`config.mk`:
```
export PLATFORM = sky130hd
export DESIGN_NAME = r_handler
export DESIGN_NICKNAME = d
export VERILOG_FILES = /design/src/rtl/generic_reader_writer_pkg.sv /design/src/rtl/r_handler.sv
export SDC_FILE = /design/constraint.sdc
export NUM_CORES = 1
export LEC_CHECK = 0
export ABC_AREA = 1
export CORE_UTILIZATION = 35
export CTS_CLUSTER_DIAMETER = 200
export CTS_CLUSTER_SIZE = 16
export DETAILED_ROUTE_END_ITERATION = 10
export MAX_ROUTING_LAYER = met4
export PLACE_DENSITY = 0.64
export SKIP_CTS_REPAIR_TIMING = 1
export SYNTH_ARGS = -nofsm -noshare
export SYNTH_HDL_FRONTEND = slang
export SYNTH_SLANG_ARGS = --single-unit
```
`constraint.sdc`:
```
create_clock -name clk_i -period 3.23 [get_ports clk_i]
set_input_delay 0.4845 -clock clk_i [delete_from_list [all_inputs] [get_ports clk_i]]
set_output_delay 0.4845 -clock clk_i [all_outputs]
set_load 0.02 [all_outputs]
```
`src/rtl/generic_reader_writer_pkg.sv`:
```
// rtl/generic_reader_writer_pkg.sv - shared reader/writer types and AXI response encodings
package generic_reader_writer_pkg;

  typedef logic [1:0] axi_resp_t;

  localparam axi_resp_t RESP_OKAY   = 2'b00;
  localparam axi_resp_t RESP_EXOKAY = 2'b01;
  localparam axi_resp_t RESP_SLVERR = 2'b10;
  localparam axi_resp_t RESP_DECERR = 2'b11;

  typedef struct packed {
    logic [7:0]  burst_len;
    logic [7:0]  len;
    logic [3:0]  nsaid;
    logic [63:0] addr;
  } trans_data_t;

  typedef struct packed {
    logic [3:0]  id;
    logic [63:0] data;
    axi_resp_t   resp;
    logic        last;
    logic [0:0]  user;
  } r_chan_default_t;

  typedef enum logic {
    IDLE = 1'b0,
    RECV = 1'b1
  } r_state_e;

  function automatic logic is_err_resp(input axi_resp_t resp);
    return (resp == RESP_SLVERR) || (resp == RESP_DECERR);
  endfunction

endpackage

```
`src/rtl/r_handler.sv`:
```
// rtl/r_handler.sv - AXI R channel sink: counts beats, checks RLAST framing and responses, folds data into a checksum
module r_handler #(
  parameter int unsigned DATA_WIDTH   = 64,
  parameter type         r_chan_t     = generic_reader_writer_pkg::r_chan_default_t,
  parameter type         trans_data_t = generic_reader_writer_pkg::trans_data_t
) (
  input  logic                  clk_i,
  input  logic                  rst_ni,
  input  logic                  r_valid_i,
  input  r_chan_t               r_data_i,
  output logic                  r_ready_o,
  input  trans_data_t           trans_data_i,
  input  logic                  enable_i,
  output logic                  ready_o,
  output logic [15:0]           beat_cnt_o,
  output logic [7:0]            resp_err_cnt_o,
  output logic                  last_err_o,
  output logic                  unexp_o,
  output logic [DATA_WIDTH-1:0] checksum_o
);

  import generic_reader_writer_pkg::*;

  r_state_e state_q, state_d;

  logic [7:0]            exp_bursts_q;
  logic [8:0]            beats_per_burst_q;
  logic [7:0]            burst_cnt_q;
  logic [8:0]            beat_in_burst_q;
  logic [15:0]           beat_cnt_q;
  logic [7:0]            resp_err_cnt_q;
  logic                  last_err_q;
  logic                  unexp_q;
  logic [DATA_WIDTH-1:0] checksum_q;

  logic                  beat_fire;
  logic                  start_job;
  logic                  last_beat;
  logic                  last_burst;
  logic [DATA_WIDTH-1:0] beat_data;
  logic                  unused_bits;

  assign r_ready_o   = 1'b1;
  assign beat_fire   = r_valid_i & r_ready_o;
  assign start_job   = enable_i & (state_q == IDLE);
  assign beat_data   = r_data_i.data;
  assign last_beat   = (beat_in_burst_q + 9'd1) == beats_per_burst_q;
  assign last_burst  = ({1'b0, burst_cnt_q} + 9'd1) == {1'b0, exp_bursts_q};
  assign unused_bits = ^{r_data_i, trans_data_i};

  always_ff @(posedge clk_i or negedge rst_ni) begin
    if (!rst_ni) begin
      state_q <= IDLE;
    end else begin
      state_q <= state_d;
    end
  end

  always_comb begin
    state_d = state_q;
    unique case (state_q)
      IDLE: begin
        if (start_job && (trans_data_i.burst_len != 8'd0)) begin
          state_d = RECV;
        end
      end
      RECV: begin
        if (beat_fire && last_beat && last_burst) begin
          state_d = IDLE;
        end
      end
      default: state_d = IDLE;
    endcase
  end

  // A start in IDLE clears everything and takes priority over a stray beat in the same cycle.
  always_ff @(posedge clk_i or negedge rst_ni) begin
    if (!rst_ni) begin
      exp_bursts_q      <= '0;
      beats_per_burst_q <= '0;
      burst_cnt_q       <= '0;
      beat_in_burst_q   <= '0;
      beat_cnt_q        <= '0;
      resp_err_cnt_q    <= '0;
      last_err_q        <= 1'b0;
      unexp_q           <= 1'b0;
      checksum_q        <= '0;
    end else if (start_job) begin
      exp_bursts_q      <= trans_data_i.burst_len;
      beats_per_burst_q <= {1'b0, trans_data_i.len} + 9'd1;
      burst_cnt_q       <= '0;
      beat_in_burst_q   <= '0;
      beat_cnt_q        <= '0;
      resp_err_cnt_q    <= '0;
      last_err_q        <= 1'b0;
      unexp_q           <= 1'b0;
      checksum_q        <= '0;
    end else if (beat_fire && (state_q == RECV)) begin
      beat_cnt_q <= beat_cnt_q + 16'd1;
      checksum_q <= checksum_q ^ beat_data;
      if (is_err_resp(r_data_i.resp) && (resp_err_cnt_q != 8'hFF)) begin
        resp_err_cnt_q <= resp_err_cnt_q + 8'd1;
      end
      if (r_data_i.last != last_beat) begin
        last_err_q <= 1'b1;
      end
      // The burst closes on its counted length; RLAST only feeds the framing check.
      if (last_beat) begin
        burst_cnt_q     <= burst_cnt_q + 8'd1;
        beat_in_burst_q <= '0;
      end else begin
        beat_in_burst_q <= beat_in_burst_q + 9'd1;
      end
    end else if (beat_fire) begin
      unexp_q <= 1'b1;
    end
  end

  assign ready_o        = (state_q == IDLE);
  assign beat_cnt_o     = beat_cnt_q;
  assign resp_err_cnt_o = resp_err_cnt_q;
  assign last_err_o     = last_err_q;
  assign unexp_o        = unexp_q;
  assign checksum_o     = checksum_q;

endmodule
```
==> results.md, run 1 <==
Global route:
- The met2 track utilization from global routing is 28.9%.
- The busiest layer in global routing is met2.
- The total overflow left after global routing is 0.
- The maximum number of pins on one net before global-route repair is 71.
- In the global route stage, met1 resource usage came out at approximately 22%.
- The first-pass GRT wire length is 25.2 mm.
- The number of antenna violations at the first check in global routing is 0.
- Across every metal layer, demand over resource in global routing totals 18.3%.
- The met3 demand-to-capacity share in global routing is 4.53%.
- The via count of the first global-routing pass is 5095.

CTS:
- The maximum count of clock buffers along a single path is 2.
- The clock slew at the register clock pins of the worst setup and hold paths is about 0.060 ns.
- TritonCTS built the clock tree.
- The H-tree was split into 4 levels.
- The root buffer selected by CTS is clkbuf_16.
- The clock latency on the worst-skew pair is about 0.43 ns.
- The number of clock buffers added by TritonCTS is 17.
- CTS saw 125 sinks.

Worst setup path:
- The critical path in this run is classified as reg -> reg.
- The endpoint of the worst register-to-register path is beat_in_burst_q[6].
- The most frequent cell on the critical path is nand2_1.
- The critical path goes through ha_1 > inv_1 > nand2_1 > nand2_1 > nor2_1 > nand2_1 > nor2_1 > nand3_1 > nor2_1 > nand2_2 > nand2_1 > o22ai_1.
- The setup slack of the worst register-to-register path is slightly below 1 ns.
- The worst path arrival time is 2.54 ns.
- The worst-case reg-to-reg path depth is 12.
- The startpoint of the most critical register-to-register path is beat_in_burst_q[0].
- STA puts the critical path data required time at 3.51 ns.
- In this run the worst path has a maximum fanout of 8.
- The longest individual stage delay on the worst path is 0.46 ns.
- STA classifies the critical path endpoint as a register.
- Among all stages on the critical path, the largest delay is contributed by dfrtp_1.
- The worst setup path is launched from a register.

Power and ir drop:
- In this run the power density over the cells is approximately 770 mW/mm^2.
- IR analysis of the VDD net gives a maximum drop of ~0.00036 V.
- The cell leakage power is 4.08 nW.

Cells and area:
- The relative area change from synthesis to final layout is 41.3%.
- In the final design database the tool counted around 1100 nets.
- The final-layout fill cell count is approximately 1700.
- The antenna diode count is 0.
- The ratio of cells with drive above 1 in the final layout is 6.11%.

Routing:
- The overall routed net length is 15.5 mm.
- The count of vias placed by the detailed router is around 5500.
- The detail route stage leaves a number of antenna-violating nets equal to 0.
- After detailed routing, the average wire length per cell comes to 13.0 um.
- The number of vias per cell after detailed routing is roughly 4.7.
- The number of design-rule violations left by the first detailed-router iteration is 381.
- The DRC violation count after routing is 0.
- The first-pass iteration count of the detailed router is 4.

Place:
- At the end of routability-driven placement, the weighted congestion stood at 0.804.
- Before CTS, the worst setup slack after placement is roughly 0.70 ns.
- The HPWL reported at the end of detailed placement is roughly 11 mm.
- The quantity of I/O buffers inserted on ports is 176.

Die:
- The floorplan has 48 rows.
- The floorplan step defined a core boundary enclosing 0.0174 mm^2.
- In this run the horizontal extent of the chip is around 140 um.
- In this run the vertical extent of the chip is between 100 and 150 um.
- The initial core utilization is between 30 and 40%.
- The die covers 0.0184 mm^2.
- The top-level I/O count is 252.

Timing:
- The tightest slew margin relative to the limit is 33.4%.
- Setup violations remaining at the end of the flow were counted as 0.
- Setup repair after global routing left no endpoint under its margin.
- The clock tree skew after final layout is about 0.016 ns.
- The worst path setup slack after routing is 0.971 ns.
- Derived from the worst setup path, the maximum achievable clock frequency is 443 MHz.
- The worst path needs 2.26 ns of the cycle, external delays included.
- At the pin with the least slew margin, the transition time is 1.00 ns.
- After layout, the worst path uses 69.9% of the clock period.
- The number of failing hold endpoints at the final stage was 0.
- The final-report max-slew violation count is 0.
- The final setup TNS is 0 ns.

Yosys:
- After synthesis, the share of flip-flops with an asynchronous set or reset is 100%.
- The sequential share of the synthesized area is between 40% and 50%.
- Of all cell types, the one taking the most synthesized area is dfrtp_1.
- The prevailing post-synth register cell is dfrtp_1.
- The synthesized area per cell is 8.12 um^2.
- The count of different cell masters after synthesis is 37.
- The net count of the mapped netlist is 936.
- The gate count after technology mapping is ~770.
- By area the synthesized netlist is led by dfrtp_1, nand2_1, o21ai_0, inv_1, xnor2_1.
- The cell area that synthesis handed to floorplanning was 0.00626 mm^2.
- In this run, synthesis inferred 0 flip-flops with an integrated enable.
- The synthesized flop and latch total is between 100 and 150.
- The Yosys step of the flow raised 0 warnings.
- Of the post-synthesis cell area, the dominant cell type holds 50.0%.

Outcome:
- The run finished with clean final reports.

Min path:
- The tightest min-delay check is of the in -> async type.

Flow run:
- The tool flagged a number of max-cap violations equal to 0.
-- cell usage in the layout (no fill, tap or decap), drive strengths merged --
| master | n |
|---|---|
| conb | 1 |
| a21oi | 24 |
| ha | 5 |
| clkinv | 5 |
| or2 | 1 |
| dfrtp | 125 |
| nor3 | 6 |
| nand2 | 171 |
| o21ai | 116 |
| nand4 | 13 |
| clkdlybuf4s50 | 175 |
| o31ai | 2 |
| nand3b | 2 |
| bufinv | 1 |
| and3 | 1 |
| o22ai | 8 |
| o221ai | 1 |
| xor2 | 10 |
| nand3 | 42 |
| o211ai | 1 |
| inv | 131 |
| clkinvlp | 2 |
| a32oi | 1 |
| a31o | 1 |
| buf | 9 |
| clkbuf | 17 |
| xnor2 | 35 |
| o32ai | 1 |
| o21bai | 1 |
| nor2 | 55 |
| o21a | 2 |
-- per-stage QoR --
stage / area (um^2) / instances / hold slack, ns / util, % / power [mW]
final: 8840 / 1190 / 0.189 / 50.9 / 6.78
after floorplan: 6260 / 771 / 0.189 / - / 3.80
after global routing: 8840 / 1190 / 0.297 / 50.9 / 7.22
after global placement: 8260 / 1158 / 0.449 / 47.6 / 4.92
after CTS: 8840 / 1190 / 0.252 / 50.9 / 6.88
after detailed placement: 8260 / 1158 / 0.456 / 47.6 / 4.95
-- report_power, final --
group / switching (mW) / internal [mW] / total [mW]
sequential: 0.409 / 2.05 / 2.46
clock: 0.794 / 1.09 / 1.88
combinational: 1.28 / 1.17 / 2.45
-- final cells by class --
class	count	area (um^2)	share of cell area, %
Sequential cell	125	3130	35.4
Multi-Input combinational cell	500	2560	28.9
Timing Repair Buffer	184	1830	20.7
Inverter	124	465	5.27
Clock buffer	17	425	4.81
Tap cell	225	282	3.18
Clock inverter	15	150	1.70
-- registers in the layout, indices dropped and copies added (netlist names) --
name	cells
beat_in_burst_q	9
last_err_o	1
exp_bursts_q	8
burst_cnt_q	8
beats_per_burst_q	9
checksum_o	64
unexp_o	1
state_q	1
resp_err_cnt_o	8
beat_cnt_o	16
-- worst max-delay path by stage --
stage                          to  cells after the start                from  slack (ns)
3_5_place_dp    resp_err_cnt_o[4]                      8           r_valid_i        0.70
3_3_place_gp   beat_in_burst_q[6]                      7           r_valid_i        0.71
4_1_cts        beat_in_burst_q[6]                     12  beat_in_burst_q[0]        0.99
5_1_grt        beat_in_burst_q[4]                     12  beat_in_burst_q[0]        0.79
2_1_floorplan   resp_err_cnt_o[5]                     10   resp_err_cnt_o[0]        1.37
6_report       beat_in_burst_q[6]                     12  beat_in_burst_q[0]        0.97
-- critical path: cells and delay by family, from the launching register on --
family / cells / cell delay (ns)
buffers and inverters: 1 / 0.05
AND/OR/NAND/NOR: 9 / 1.15
flip-flops: 1 / 0.46
AO/OA/AOI/OAI: 1 / 0.12
adder cells (fa/ha/maj): 1 / 0.34
-- cells in the mapped netlist (all sizes together) (4+ instances only) --
cell type / instances
buf: 4
nor2: 55
clkbuf: 18
a21oi: 24
inv: 122
xor2: 10
nor3: 6
o21ai: 116
xnor2: 35
nand4: 13
o22ai: 8
ha: 5
nand2: 171
dfrtp: 125
nand3: 42
-- routing by layer --
layer	share of wire (%)	routed length (um)	vias up
li1	-	-	2821
met1	46	7130	2570
met2	47	7280	125
met3	5.2	805	20
met4	1.9	301	0
met5	0	0	-
-- kinds of logic (layout without fill, tap and decap cells) --
logic type | after synthesis | in the layout | share of synthesized area, %
adders and majority gates | 5 | 5 | 1.00
and+or+nand+nor | 291 | 291 | 20.1
other | 1 | 1 | 0.0599
xor gates and xnor gates | 45 | 45 | 6.30
AOI/OAI and AO/OA | 158 | 158 | 13.4
DFF | 125 | 125 | 50.0
buffers and inverters | 146 | 340 | 9.18
No activity file was read; power rests on OpenSTA's default activity.
==> inputs of run 2 (changes only) <==
clock period = 2.1 ns   (was 3.23 ns; I/O delays follow)
==> run 2 against run 1 <==
  * Via count is 0.31% lower
  * Clock skew shrank 0.0078 ns
  * Critical path depth up 2
  * Combinational power grew 60%
  * Clock-buffer cell count grew 1
  * Sequential power rose by 54%
  * Core utilization is 1.2 points higher
  * Non-clock buffer count rose by 17
  * Final cell count increased by 1.4%
  * Clock power grew 55%
  * Critical path type unchanged
  * Largest cell class unchanged
==> results.md, run 2 (same netlist as run 1, synthesis figures left out) <==
Outcome:
- The run finished with clean final reports.

Worst setup path:
- The last element of the critical path is burst_cnt_q[7].
- The kind of start point of the critical path is a register.
- The startpoint of the most critical register-to-register path is beat_in_burst_q[0].
- The endpoint type of the worst setup path is a register.
- The worst path arrival time was 2.39 ns (-0.15 ns).
- By startpoint and endpoint, the worst setup path is classified as reg -> reg.
- The setup slack of the worst register-to-register path was 0.07 ns (-0.90 ns).
- The worst-case reg-to-reg path depth was 14 (+2).
- The endpoint identified for the worst register-to-register timing path is burst_cnt_q[7].
- The critical path data required time came to 2.45 ns (-1.06 ns).
- The top fanout value on the critical path is 5 (-3).
- The most critical setup path has its startpoint at beat_in_burst_q[0].

Cells and area:
- The antenna diode count came to 0 (unchanged).
- The final design instance area without fill came to 0.00905 mm^2 (+2.4%).
- The combined area of the multi-input logic cells was 0.00260 mm^2 (+1.6%).
- The relative area change from synthesis to final layout is 44.6%.
- The library cells used most frequently in the layout, excluding fill and tap cells, are clkdlybuf4s50_1, nand2_1, dfrtp_1, inv_1, o21ai_0.
- The flip-flop count of the largest register, all copies and words added is 64 (unchanged).
- The number of nets in the final layout was 1134 (+1.5%).
- The ratio of cells with drive above 1 in the final layout came to 8.15% (+2.0 points).
- The most common library cell in the layout ignoring fill and taps is clkdlybuf4s50_1.
- The storage element area is 0.00313 mm^2 (unchanged).
- The final cell utilization of the core is 52.1% (+1.2 points).
- The final-layout fill cell count came to 1655 (-2.4%).
- The filler-free cell count of the finished design was 1207 (+1.4%).

Place:
- The quantity of I/O buffers inserted on ports is 176 (unchanged).
- The placement-stage worst setup slack is -0.0567 ns (-0.762 ns).
- The HPWL reported at the end of detailed placement was 11.1 mm (+3.0%).
- The cell area reported after detailed placement is 0.00836 mm^2 (+1.2%).
- The final RePlAce weighted congestion is 0.785 (-2.4%).
- The count of placed standard cells including taps is 1168 (+0.86%).

Power and ir drop:
- The total power divided by cell area is 1170 mW/mm^2 (+53%).
- The clock power share is 27.5% (-0.2 points).
- The net switching power figure was 3.86 mW (+56%).
- The cell leakage power is 4.19 nW (+2.7%).
- The internal power of the cells is 6.75 mW (+57%).
- The largest vdd supply drop is 0.000575 V (+58%).
- The final total power is 10.6 mW (+56%).
- The switching power as a share of total power is 36.4% (-0.17 points).
- The sequential cell fraction of total power came to 35.6% (-0.6 points).
- The logic gate share of total power is 36.9% (+0.8 points).

Timing:
- The transition time of the tightest slew-check pin is 0.506 ns (-0.493 ns).
- The clock tree skew after final layout came to 0.00784 ns (-0.00775 ns).
- The worst-case hold slack is 0.424 ns (+0.236 ns).
- The count of endpoints failing setup in the final report is 0 (unchanged).
- The final setup TNS came to 0 ns (unchanged).
- The tightest slew margin relative to the limit is 66.2% (+33 points).
- The time the final worst path needs with I/O delays and setup came to 2.03 ns (-0.227 ns).
- The final-report max-slew violation count is 0 (unchanged).
- The worst path setup slack after routing is 0.0684 ns (-0.903 ns).
- The maximum clock frequency is 492 MHz (+11%).
- The share of the clock period used by the worst path is 96.7% (+27 points).
- The number of failing hold endpoints at the final stage is 0 (unchanged).

CTS:
- The root buffer selected by CTS is clkbuf_16.
- The clock latency on the worst-skew pair came to 0.42 ns (about the same).
- The number of clock sinks seen by CTS came to 125 (unchanged).
- The total CTS buffers is 17 (unchanged).
- The maximum count of clock buffers along a single path was 2 (unchanged).
- The TritonCTS clock tree is done.
- The clock slew at the register clock pins of the worst setup and hold paths is 0.07 ns (about the same).
- The H-tree depth reported by CTS is 4 (unchanged).

Global route:
- The global-route congestion overflow total was 0 (unchanged).
- The via count of the first global-routing pass is 5407 (+6.1%).
- The number of antenna violations at the first check in global routing came to 0 (unchanged).
- The total global-route track usage is 18.5% (+0.21 points).
- The first-pass GRT wire length is 25.8 mm (+2.2%).
- The maximum number of pins on one net before global-route repair was 49 (-31%).

Routing:
- The DRC violation count after routing is 0 (unchanged).
- The number of nets with antenna violations after detailed routing is 0 (unchanged).
- The number of design-rule violations left by the first detailed-router iteration is 216 (-43%).
- The count of vias placed by the detailed router is 5519 (-0.31%).
- The number of vias per cell after detailed routing was 4.57 (-1.7%).
- The wire length per cell after detailed routing is 13.1 um (+0.61%).
- The overall routed net length was 15.8 mm (+2.0%).
- The first-pass iteration count of the detailed router came to 4 (unchanged).

Die:
- The area of the die is 0.0184 mm^2 (unchanged).
- The initial core utilization was 36.1% (unchanged).
- The number of rows in the core area is 48 (unchanged).
- The top-level I/O count came to 252 (unchanged).
- The area of the core region is 0.0174 mm^2 (unchanged).
- The die boundary height was 136 um (unchanged).
- The overall die width is 136 um (unchanged).

Min path:
- The class of the most critical hold timing path is in -> async.

Flow run:
- The number of max-cap violations is 0 (unchanged).
==> run 2: cell count changes in the layout (fill, tap and decap cells not counted), sizes merged <==
cell / delta
dlygate4sd3: +1
clkbuf: +1
buf: +16
clkinvlp: -1
==> run 2: how the worst min path moves through the flow <==
stage | start | endpoint | slack, ns | cells past startpoint
floorplan | rst_ni | beat_cnt_o[0] | 0.02 | 0
global placement | rst_ni | checksum_o[1] | 0.32 | 1
detailed placement | rst_ni | checksum_o[1] | 0.32 | 1
CTS | rst_ni | checksum_o[7] | -0.12 | 1
global route | rst_ni | checksum_o[13] | 0.45 | 2
finish | rst_ni | checksum_o[16] | 0.42 | 2
==> run 2: final cells by class <==
class / instances / area share [%]
Clock buffer: 18 / 4.85
Clock inverter: 14 / 1.62
Inverter: 124 / 5.14
Multi-Input combinational cell: 500 / 28.7
Sequential cell: 125 / 34.6
Tap cell: 225 / 3.11
Timing Repair Buffer: 201 / 22.0
==> run 2: power by group through the flow <==
| stage | Combinational [mW] | Clock, mW | Sequential (mW) |
|---|---|---|---|
| after detailed placement | 3.88 | 0 | 3.79 |
| after CTS | 3.89 | 3.01 | 3.77 |
| after floorplan | 1.42 | 0 | 4.42 |
| final | 3.92 | 2.92 | 3.78 |
| after global placement | 3.82 | 0 | 3.78 |
| after global routing | 4.28 | 3.12 | 3.89 |
==> run 2: worst max-delay path: stages, from the launching register on <==
cell and delay [ns]:
dfrtp_1 0.42, buf_4 0.14, buf_4 0.12, inv_2 0.06, nor2_4 0.14, nand2_1 0.07, nand2_1 0.08, nand2_2 0.07
xnor2_2 0.14, nor2_2 0.14, nand2_2 0.14, nor2_8 0.18, buf_4 0.16, nand2_1 0.05, nand2_1 0.06
==> run 2: layer usage <==
| layer | global-route usage [%] | share of wire, % | vias to the layer above |
|---|---|---|---|
| met5 | - | 0 | - |
| met4 | 4.99 | 1.3 | 0 |
| met3 | 5.20 | 4.9 | 17 |
| met2 | 29.5 | 48 | 107 |
| met1 | 22.8 | 46 | 2540 |
| li1 | - | - | 2855 |
==> inputs of run 3 (changes only) <==
GPL_TIMING_DRIVEN = 1   (was default)
MAX_ROUTING_LAYER = default   (was met4)
==> run 3 against run 2 <==
  * Sequential power hardly changed
  * Clock skew is 0.00067 ns higher
  * Sequential share of layout area stayed put
  * Hold slack got worse by 0.0018 ns
  * Non-clock buffer count did not move
  * Global-route usage shrank 0.53 points
  * Total power about the same
  * First-iteration DRC count up 2.3%
  * Critical path type unchanged
  * Largest cell class unchanged
==> results.md, run 3 (same netlist as run 1, synthesis figures left out) <==
Worst setup path:
- The worst setup path is captured at a register.
- The critical path data required time is 2.45 ns (about the same).
- The top fanout value on the critical path was 5 (unchanged).
- The setup slack of the worst register-to-register path came to 0.07 ns (about the same).
- The worst path arrival time came to 2.38 ns (about the same).
- The path type of the worst setup path is reg -> reg.
- The worst setup path is launched from a register.

CTS:
- The H-tree depth reported by CTS came to 4 (unchanged).
- The clock latency on the worst-skew pair is 0.42 ns (about the same).
- The total CTS buffers is 17 (unchanged).
- The maximum count of clock buffers along a single path was 2 (unchanged).
- TritonCTS built the clock tree.
- The number of clock sinks seen by CTS was 125 (unchanged).
- The clock slew at the register clock pins of the worst setup and hold paths is 0.06 ns (about the same).
- The root buffer selected by CTS is clkbuf_16.

Global route:
- The total global-route track usage is 17.9% (-0.53 points).
- The number of antenna violations at the first check in global routing is 0 (unchanged).
- The met2 track utilization from global routing is 29.5% (unchanged).
- The maximum number of pins on one net before global-route repair is 49 (unchanged).
- The via count of the first global-routing pass is 5391 (-0.30%).
- The first-pass GRT wire length is 25.8 mm (+0.21%).
- The met3 demand-to-capacity share in global routing is 5.87% (+0.67 points).
- The global-route met1 utilization is 22.4% (-0.40 points).
- The global-route congestion overflow total is 0 (unchanged).
- The busiest layer in global routing is met2.

Timing:
- The tightest slew margin relative to the limit was 66.5% (+0.24 points).
- The time the final worst path needs with I/O delays and setup is 2.03 ns (-0.00173 ns).
- The maximum clock frequency came to 493 MHz (about the same).
- The worst path setup slack after routing is 0.0702 ns (+0.00173 ns).
- The clock tree skew after final layout is 0.00851 ns (+0.000666 ns).
- The worst-case hold slack is 0.423 ns (-0.00180 ns).
- The transition time of the tightest slew-check pin is 0.503 ns (-0.00357 ns).
- The number of failing hold endpoints at the final stage came to 0 (unchanged).
- The final-report max-slew violation count is 0 (unchanged).
- The count of endpoints failing setup in the final report is 0 (unchanged).
- The share of the clock period used by the worst path is 96.7% (about the same).

Die:
- The number of rows in the core area came to 48 (unchanged).
- The overall die width is 136 um (unchanged).
- The top-level I/O count came to 252 (unchanged).
- The area of the core region is 0.0174 mm^2 (unchanged).
- The area of the die is 0.0184 mm^2 (unchanged).
- The initial core utilization is 36.1% (unchanged).
- The die boundary height is 136 um (unchanged).

Cells and area:
- The number of nets in the final layout is 1134 (unchanged).
- The library cells used most frequently in the layout, excluding fill and tap cells, are clkdlybuf4s50_1, nand2_1, dfrtp_1, inv_1, o21ai_0.
- The flip-flop count of the largest register, all copies and words added is 64 (unchanged).
- The relative area change from synthesis to final layout is 44.6% (unchanged).
- The ratio of cells with drive above 1 in the final layout is 8.15% (unchanged).
- The filler-free cell count of the finished design is 1207 (unchanged).
- The antenna diode count is 0 (unchanged).
- Leaving out fill and tap cells, the most frequent cell in the layout is clkdlybuf4s50_1.

Routing:
- The number of nets with antenna violations after detailed routing is 0 (unchanged).
- The first-pass iteration count of the detailed router is 4 (unchanged).
- The wire length per cell after detailed routing is 13.1 um (about the same).
- The count of vias placed by the detailed router is 5529 (+0.18%).
- The DRC violation count after routing is 0 (unchanged).
- The number of design-rule violations left by the first detailed-router iteration was 221 (+2.3%).
- The number of vias per cell after detailed routing came to 4.58 (+0.18%).
- The overall routed net length was 15.8 mm (about the same).

Power and ir drop:
- The largest vdd supply drop is 0.000575 V (about the same).
- The sequential cell fraction of total power is 35.6% (about the same).
- The net switching power figure was 3.86 mW (about the same).
- The cell leakage power is 4.19 nW (unchanged).
- The logic gate share of total power is 36.9% (about the same).
- The clock power share is 27.5% (about the same).
- The final total power is 10.6 mW (about the same).
- The internal power of the cells is 6.75 mW (about the same).
- The switching power as a share of total power came to 36.4% (about the same).
- The total power divided by cell area was 1170 mW/mm^2 (about the same).

Place:
- The HPWL reported at the end of detailed placement is 11.1 mm (unchanged).
- The count of placed standard cells including taps is 1168 (unchanged).
- The placement-stage worst setup slack is -0.0567 ns (unchanged).
- The final RePlAce weighted congestion is 0.774 (-1.3%).
- The quantity of I/O buffers inserted on ports came to 176 (unchanged).

Min path:
- The class of the most critical hold timing path is in -> async.

Outcome:
- The flow ran to the end, and the final reports show no timing, DRC or antenna violations.

Flow run:
- The number of max-cap violations is 0 (unchanged).
[run 3: cell counts in the layout (fill, tap and decap cells not counted)]
Identical to the previous run, type by type.
[run 3: path summary, 6_finish.rpt]
path / start / end / cells past startpoint
setup / recovery: beat_in_burst_q[0] / burst_cnt_q[7] / 14
hold / removal: rst_ni / beat_in_burst_q[5] / 2
setup reg to reg: beat_in_burst_q[0] / burst_cnt_q[7] / 14
hold reg to reg: checksum_o[41] / checksum_o[41] / 1
max in group asynchronous: rst_ni / beats_per_burst_q[0] / 3
min in group clk_i: checksum_o[41] / checksum_o[41] / 1
[run 3: area by class of cell]
cell class                 instances  area, um^2
timing repair buffer             201        1990
multi-input combinational        500        2600
sequential                       125        3130
clock buffer                      18         439
fill                            1655        8310
tap                              225         282
clock inverter                    14         146
inverter                         124         465
[run 3: critical path: stages, from the launching register on]
cell and delay, ns:
dfrtp_1 0.42, buf_4 0.14, buf_4 0.12, inv_2 0.06, nor2_4 0.14, nand2_1 0.07
nand2_1 0.08, nand2_2 0.07, xnor2_2 0.14, nor2_2 0.14, nand2_2 0.14, nor2_8 0.18
buf_4 0.16, nand2_1 0.05, nand2_1 0.06
[run 3: metal layers]
metal,up-vias,share of wire [%]
met3,13,5.7
met5,-,0
met2,107,48
li1,2857,-
met1,2552,45
met4,0,1.2
[run 3: power groups by stage]
stage          logic [mW]  registers [mW]  clock network, mW
4_1_cts              3.89            3.77               3.01
3_5_place_dp         3.88            3.79                  0
3_3_place_gp         3.82            3.78                  0
5_1_grt              4.29            3.89               3.12
2_1_floorplan        1.42            4.42                  0
6_report             3.91            3.78               2.92
[run 3: metrics by stage]
| stage | area [um^2] | utilization, % | setup TNS (ns) |
|---|---|---|---|
| after floorplan | 6260 | - | 0 |
| after global routing | 9050 | 52.1 | -0.521 |
| after detailed placement | 8360 | 48.2 | -0.394 |
| after CTS | 8950 | 51.6 | -0.0275 |
| final | 9050 | 52.1 | 0 |
| after global placement | 8360 | 48.2 | -0.313 |
